<file path="src/rtl/ahb_req_master.sv">
// Single-outstanding AHB-Lite initiator: valid/ready request in, AHB transfer out, valid/ready response back.
// Optional local size/alignment reject path enabled by AHB_REQ_MASTER_ALIGN_CHK_EN.
module ahb_req_master #(
  parameter int ADDR_WIDTH = 32,
  parameter int DATA_WIDTH = 32
) (
  input  logic                  i_clk,
  input  logic                  i_rst,
  input  logic                  i_req_valid,
  output logic                  o_req_ready,
  input  logic                  i_req_write,
  input  logic [2:0]            i_req_size,
  input  logic [ADDR_WIDTH-1:0] i_req_addr,
  input  logic [DATA_WIDTH-1:0] i_req_wdata,
  output logic                  o_rsp_valid,
  input  logic                  i_rsp_ready,
  output logic [DATA_WIDTH-1:0] o_rsp_rdata,
  output logic                  o_rsp_err,
  output logic                  o_hwrite,
  output logic [1:0]            o_htrans,
  output logic [2:0]            o_hsize,
  output logic [ADDR_WIDTH-1:0] o_haddr,
  output logic [DATA_WIDTH-1:0] o_hwdata,
  input  logic                  i_hready,
  input  logic                  i_hresp,
  input  logic [DATA_WIDTH-1:0] i_hrdata
);

  localparam logic [1:0] HTRANS_IDLE   = 2'b00;
  localparam logic [1:0] HTRANS_NONSEQ = 2'b10;

  typedef enum logic [1:0] {ST_IDLE, ST_ADDR, ST_DATA, ST_RESP} state_t;

  state_t                  state_p0;
  state_t                  state_nxt;
  logic                    req_fire;
  logic                    reject;
  logic                    cmd_write_p0;
  logic [2:0]              cmd_size_p0;
  logic [ADDR_WIDTH-1:0]   cmd_addr_p0;
  logic [DATA_WIDTH-1:0]   cmd_wdata_p0;
  logic                    rsp_err_p1;
  logic [DATA_WIDTH-1:0]   rsp_rdata_p1;

`ifdef AHB_REQ_MASTER_ALIGN_CHK_EN
  function automatic logic bad_align(input logic [2:0] size, input logic [1:0] lsb);
    bad_align = (size > 3'b010) ||
                ((size == 3'b001) && lsb[0]) ||
                ((size == 3'b010) && (lsb != 2'b00));
  endfunction

  assign reject = bad_align(i_req_size, i_req_addr[1:0]);
`else
  assign reject = 1'b0;
`endif

  // Ready is masked during reset so every output reads 0 while i_rst is high.
  assign o_req_ready = (state_p0 == ST_IDLE) && !i_rst;
  assign req_fire    = i_req_valid && o_req_ready;

  always_comb begin
    state_nxt = state_p0;
    case (state_p0)
      ST_IDLE: if (req_fire)    state_nxt = reject ? ST_RESP : ST_ADDR;
      ST_ADDR: if (i_hready)    state_nxt = ST_DATA;
      ST_DATA: if (i_hready)    state_nxt = ST_RESP;
      ST_RESP: if (i_rsp_ready) state_nxt = ST_IDLE;
      default:                  state_nxt = ST_IDLE;
    endcase
  end

  always_ff @(posedge i_clk) begin
    if (i_rst) state_p0 <= ST_IDLE;
    else       state_p0 <= state_nxt;
  end

  // Stage p0: request capture; holds address-phase values until the next issued request.
  always_ff @(posedge i_clk) begin
    if (i_rst) begin
      cmd_write_p0 <= 1'b0;
      cmd_size_p0  <= 3'b000;
      cmd_addr_p0  <= '0;
      cmd_wdata_p0 <= '0;
    end else if (req_fire && !reject) begin
      cmd_write_p0 <= i_req_write;
      cmd_size_p0  <= i_req_size;
      cmd_addr_p0  <= i_req_addr;
      cmd_wdata_p0 <= i_req_wdata;
    end
  end

  // Stage p1: response capture at the end of the data phase, or on a local reject.
  always_ff @(posedge i_clk) begin
    if (i_rst) begin
      rsp_err_p1   <= 1'b0;
      rsp_rdata_p1 <= '0;
    end else if (req_fire && reject) begin
      rsp_err_p1   <= 1'b1;
      rsp_rdata_p1 <= '0;
    end else if ((state_p0 == ST_DATA) && i_hready) begin
      rsp_err_p1   <= i_hresp;
      rsp_rdata_p1 <= cmd_write_p0 ? '0 : i_hrdata;
    end
  end

  assign o_htrans    = (state_p0 == ST_ADDR) ? HTRANS_NONSEQ : HTRANS_IDLE;
  assign o_haddr     = cmd_addr_p0;
  assign o_hsize     = cmd_size_p0;
  assign o_hwrite    = cmd_write_p0;
  assign o_hwdata    = cmd_wdata_p0;
  assign o_rsp_valid = (state_p0 == ST_RESP);
  assign o_rsp_rdata = rsp_rdata_p1;
  assign o_rsp_err   = rsp_err_p1;

endmodule

</file>
<file path="config.mk">
export PLATFORM = sky130hd
export DESIGN_NAME = ahb_req_master
export DESIGN_NICKNAME = d
export VERILOG_FILES = /design/src/rtl/ahb_req_master.sv
export SDC_FILE = /design/constraint.sdc
export NUM_CORES = 1
export LEC_CHECK = 0
export CORE_MARGIN = 3
export CORE_UTILIZATION = 39
export CTS_CLUSTER_SIZE = 12
export DETAILED_ROUTE_END_ITERATION = 16
export PLACE_DENSITY_LB_ADDON = 0.12
export SLEW_MARGIN = 20
export SYNTH_ARGS = -nofsm -noshare
export SYNTH_HDL_FRONTEND = slang
export SYNTH_SLANG_ARGS = --single-unit
</file>
<file path="constraint.sdc">
create_clock -name i_clk -period 2 [get_ports i_clk]
set_input_delay 0.5 -clock i_clk [delete_from_list [all_inputs] [get_ports i_clk]]
set_output_delay 0.5 -clock i_clk [all_outputs]
set_load 0.02 [all_outputs]
</file>
Yosys cells after proc, flatten, opt, wreduce, memory -nomap -nowiden:

Index checks and enable logic that the tools add are counted.

* bits in writable memories: 0
* input bits: 106
* memories: 0
* ROM bits: 0
* bits in latches: 0
* logic and storage cells: 27
* output and inout port bits: 105
* flip-flop bits (word level): 103

* reduce and logical (&&, ||, !) cells: 6
* shift-type cells: 0
* order comparisons: 0
* add/subtract/negate cells: 0
* equal/unequal tests: 7
* multipliers: 0
* multiplexer cells: 7
* bitwise operators: 0
* div/mod/pow operators: 0

Operators by type and width (count)
* 2-to-1 mux 32 bit: 1
* 2-to-1 mux 2 bit: 5
* one-hot mux 2 bit (4 select lines): 1
* != test 2 bit (second input constant): 3
* equality test 2 bit (second input constant): 2
* AND reduction 4 bit: 1
* logical AND 1 bit: 3
* equality test 2 x 1 -> 1 bit (second input constant): 1
* zero test 2 bit: 1
* != test 2 x 1 -> 1 bit (second input constant): 1
* zero test 1 bit: 1

Longest topological paths before layout:

* word-level depth: 5
* depth in mapped cells: 8
* depth with buffers taken out: 5

Least setup slack after synthesis:

Ideal clock, no wire load.

* path type: input to output
* start: in i_rst
* end: out o_req_ready
* stages on the path: 3
* setup slack: 380 ps
* required time: 1500 ps
* data arrival time: 1120 ps
* cells stage by stage: clkbuf_1 -> buf_2 -> nor2b_1

* cells in the longest elaborated chain, start to end: 2

RTL lines
* from (decl): line 8 `input logic i_rst,`
* zero test 1 bit: line 58 `assign o_req_ready = (state_p0 == ST_IDLE) && !i_rst;`
* logical AND 1 bit: line 58
* to (decl): line 10 `output logic o_req_ready,`

Every way passes these cells.

Final worst setup path:

* start: reg cmd_addr_p0[27], in the netlist o_haddr[27]
* end: out o_haddr[27]

RTL lines
* from (decl): line 40 `logic [ADDR_WIDTH-1:0] cmd_addr_p0;`
* from (signal assigned): line 87 `cmd_addr_p0 <= i_req_addr;`
* to (decl): line 22 `output logic [ADDR_WIDTH-1:0] o_haddr,`

No word-level cell between the ends.

==> flow_summary.ini <==
[timing]
rsz0062_at_grt = false
skew_ps = 15.6
min_period_over_period_pct = 91.7
timing.final.ws_setup_ps = 165
max_freq_mhz = 545
fin_crit_ps = 1830
fin_setup_tns_ps = 0
relSlewSlack_pct = 42.2
setup_viol = 0
maxSlewViolCount = 0
hold_viol = 0
worst_pin_slew_ps = 867

[place]
routabilityCongestion = 0.763
io_buffers = 209
pre_cts_ws_ps = 109
hpwl_um = 7970

[floorplanning]
top_level_ports = 211
die_height_um = 108
start_util_pct = 40.7
fp.coreArea_um2 = 9910
dieArea_um2 = 11600
die_x_um = 108
rows = 36

[route]
firstDrtPassIters = 4
drt_iter0_drc = 207
ant_nets = 0
avgViaCountPerCell = 4.76
post-route-drc-count = 0
wl_per_cell_um = 14.4
via_count = 3770
wl_um = 11400

[worst_setup_path]
crit_buf_inv = 1
endpoint_kind = output pin
worst-endpoint-required_ps = 1500
rr_worst_depth = 5
cpLargestDelayFamily = buffers and inverters
critPathArrivalTime_ps = 1330
crit_path_cell_trace = clkdlybuf4s50_1
reg2reg_to = state_p0[0]
cp_slowest_cell = clkdlybuf4s50_1
cp-start-kind = flop
critical_path_class = flop to output pin
crit_fanout = 2
regToRegSetupSlack_ps = 500
max_stage_delay_ps = 640
r2r-start = state_p0[0]

[hold_path]
min-delay-start = o_rsp_rdata[24]
min_to = o_rsp_rdata[24]
whs_path_depth = 2
hp-class = flop to flop

[synthesis]
synthArstFlopShare_pct = 0
yosysUniqueCellTypes = 23
syn-num-nets = 576
postSynthAreaPerCell_um2 = 8.65
seq_area_frac_synth_pct = 51.2
ys_ff_latch = 103
yosys_warnings = 0
ys.flop_type = dfxtp_1
syn-cell-area_um2 = 4030
syn_inst = 466
synth-edff-count = 0

[global_routing]
antenna_found_initial = 1
grt_max_degree = 105
grt.total_usage_pct = 19.3
grt_pass1_wl_um = 18400
grt_overflow = 0
first_global_vias = 3683

[cts]
clock_latency_ps = 350
clock_path_buffers = 2
root_buffer = clkbuf_8
cts_tree = yes
postCtsSetupRepairBufs = 0
clk_pin_slew_ps = 100
cts.htree.levels = 3
cts-buffers-inserted = 9
ctsHoldBuffers = 0
clock-sinks = 103

[cells_and_area]
drive_above_1_share_pct = 4.40
fin_nets = 764
seq_area_um2 = 2060
n_fill_cell = 828
layout_commonest_cell = clkdlybuf4s50_1
area_growth_pct = 58.3
final_cell_mix = 205 x clkdlybuf4s50_1, 102 x nand2_1, 101 x dfxtp_1
num_antenna_cells = 0
final_util_pct = 64.4
multi_input_area_um2 = 1730

[power]
p_int_w = 0.00421
swShare_pct = 33.5
ir_drop_uv = 525
power_frac_seq_pct = 41.3
power_frac_clock_pct = 21.4
power_frac_comb_pct = 37.2
p_switching_w = 0.00213
power_density_nw_per_um2 = 994
p_leak_nw = 2.23

[outcome]
outcome = finished, final reports clean

[flow_run]
max_cap_violations = 0
==> worst max path at each step <==
| stage | startpoint | endpoint | slack (ps) | cells after the start |
|---|---|---|---|---|
| global route | o_haddr[30] | o_haddr[30] | 80 | 1 |
| global placement | i_rst | o_req_ready | 110 | 3 |
| finish | o_haddr[27] | o_haddr[27] | 170 | 1 |
| floorplan | i_rst | o_req_ready | 380 | 3 |
| detailed placement | state_p0[0] | o_req_ready | 110 | 4 |
| CTS | state_p0[0] | o_req_ready | 20 | 4 |
==> power groups by stage <==
stage | clock network, W | registers, W | logic, W
2_1_floorplan | 0 | 0.00307 | 0.000830
4_1_cts | 0.00140 | 0.00262 | 0.00239
6_report | 0.00136 | 0.00262 | 0.00236
3_5_place_dp | 0 | 0.00266 | 0.00240
3_3_place_gp | 0 | 0.00263 | 0.00236
5_1_grt | 0.00149 | 0.00267 | 0.00255
==> cells in the mapped netlist (2+ instances only) <==
| cell | number | area, µm² |
|---|---|---|
| inv_1 | 3 | 11.3 |
| nand2_1 | 102 | 383 |
| dfxtp_1 | 103 | 2060 |
| nor2b_1 | 2 | 12.5 |
| o21ai_0 | 54 | 270 |
| nand2b_1 | 70 | 438 |
| clkbuf_1 | 21 | 78.8 |
| buf_4 | 2 | 15.0 |
| a21oi_1 | 33 | 165 |
| buf_2 | 10 | 50.1 |
| nand4b_1 | 32 | 280 |
| o21ai_1 | 14 | 70.1 |
| buf_6 | 7 | 78.8 |
| ha_1 | 4 | 50.1 |
==> logic make-up after synthesis <==
group | Yosys count | synth area share, %
fa+ha+maj | 4 | 1.24
buf+inv | 44 | 5.93
mux | 1 | 0.248
compound gates | 104 | 13.2
other cells | 1 | 0.0930
flops | 103 | 51.2
simple gates | 209 | 28.1
==> timing repair <==
| item | CTS | global route |
|---|---|---|
| gates cloned | 0 | 0 |
| endpoints found under the setup margin | 3 | 1 |
| resized for setup | 6 | 1 |
| hold endpoints to repair | 0 | 0 |
==> routing by layer <==
layer / vias to the layer above / wire, µm / global-route usage, %
li1: 1916 / - / -
met1: 1698 / 4810 / 24.1
met2: 144 / 5430 / 31.6
met3: 10 / 1060 / 7.32
met4: 2 / 127 / 4.42
met5: - / 7 / 0
==> sequential cells by signal, summed over array words and instances (netlist names) <==
signal / count
o_haddr: 32
o_hsize: 3
o_hwdata: 32
o_hwrite: 1
o_rsp_err: 1
o_rsp_rdata: 32
state_p0: 2
==> final cells by class <==
type	count	share of cell area (%)
clock buffer	12	2.43
clock inverter	4	0.824
inverter	3	0.177
multi-input combinational	319	27.2
sequential	103	32.4
tap	133	2.61
timing repair buffer	218	34.4
==> stage by stage <==
| step | instance area, µm² | power (W) | instances | hold WS [ps] |
|---|---|---|---|---|
| 2_1_floorplan | 4030 | 0.00390 | 466 | 484 |
| 3_3_place_gp | 6180 | 0.00499 | 776 | 437 |
| 3_5_place_dp | 6180 | 0.00505 | 776 | 443 |
| 4_1_cts | 6380 | 0.00641 | 792 | 458 |
| 5_1_grt | 6380 | 0.00671 | 792 | 478 |
| 6_report | 6380 | 0.00634 | 792 | 456 |
==> tightest hold or removal path, delay by kind of cell (launching register included) <==
family             cells  cell delay [ps]
and+or+nand+nor        1               50
AOI/OAI and AO/OA      1               50
DFF                    1              320
(Power assumes the default switching activity.)
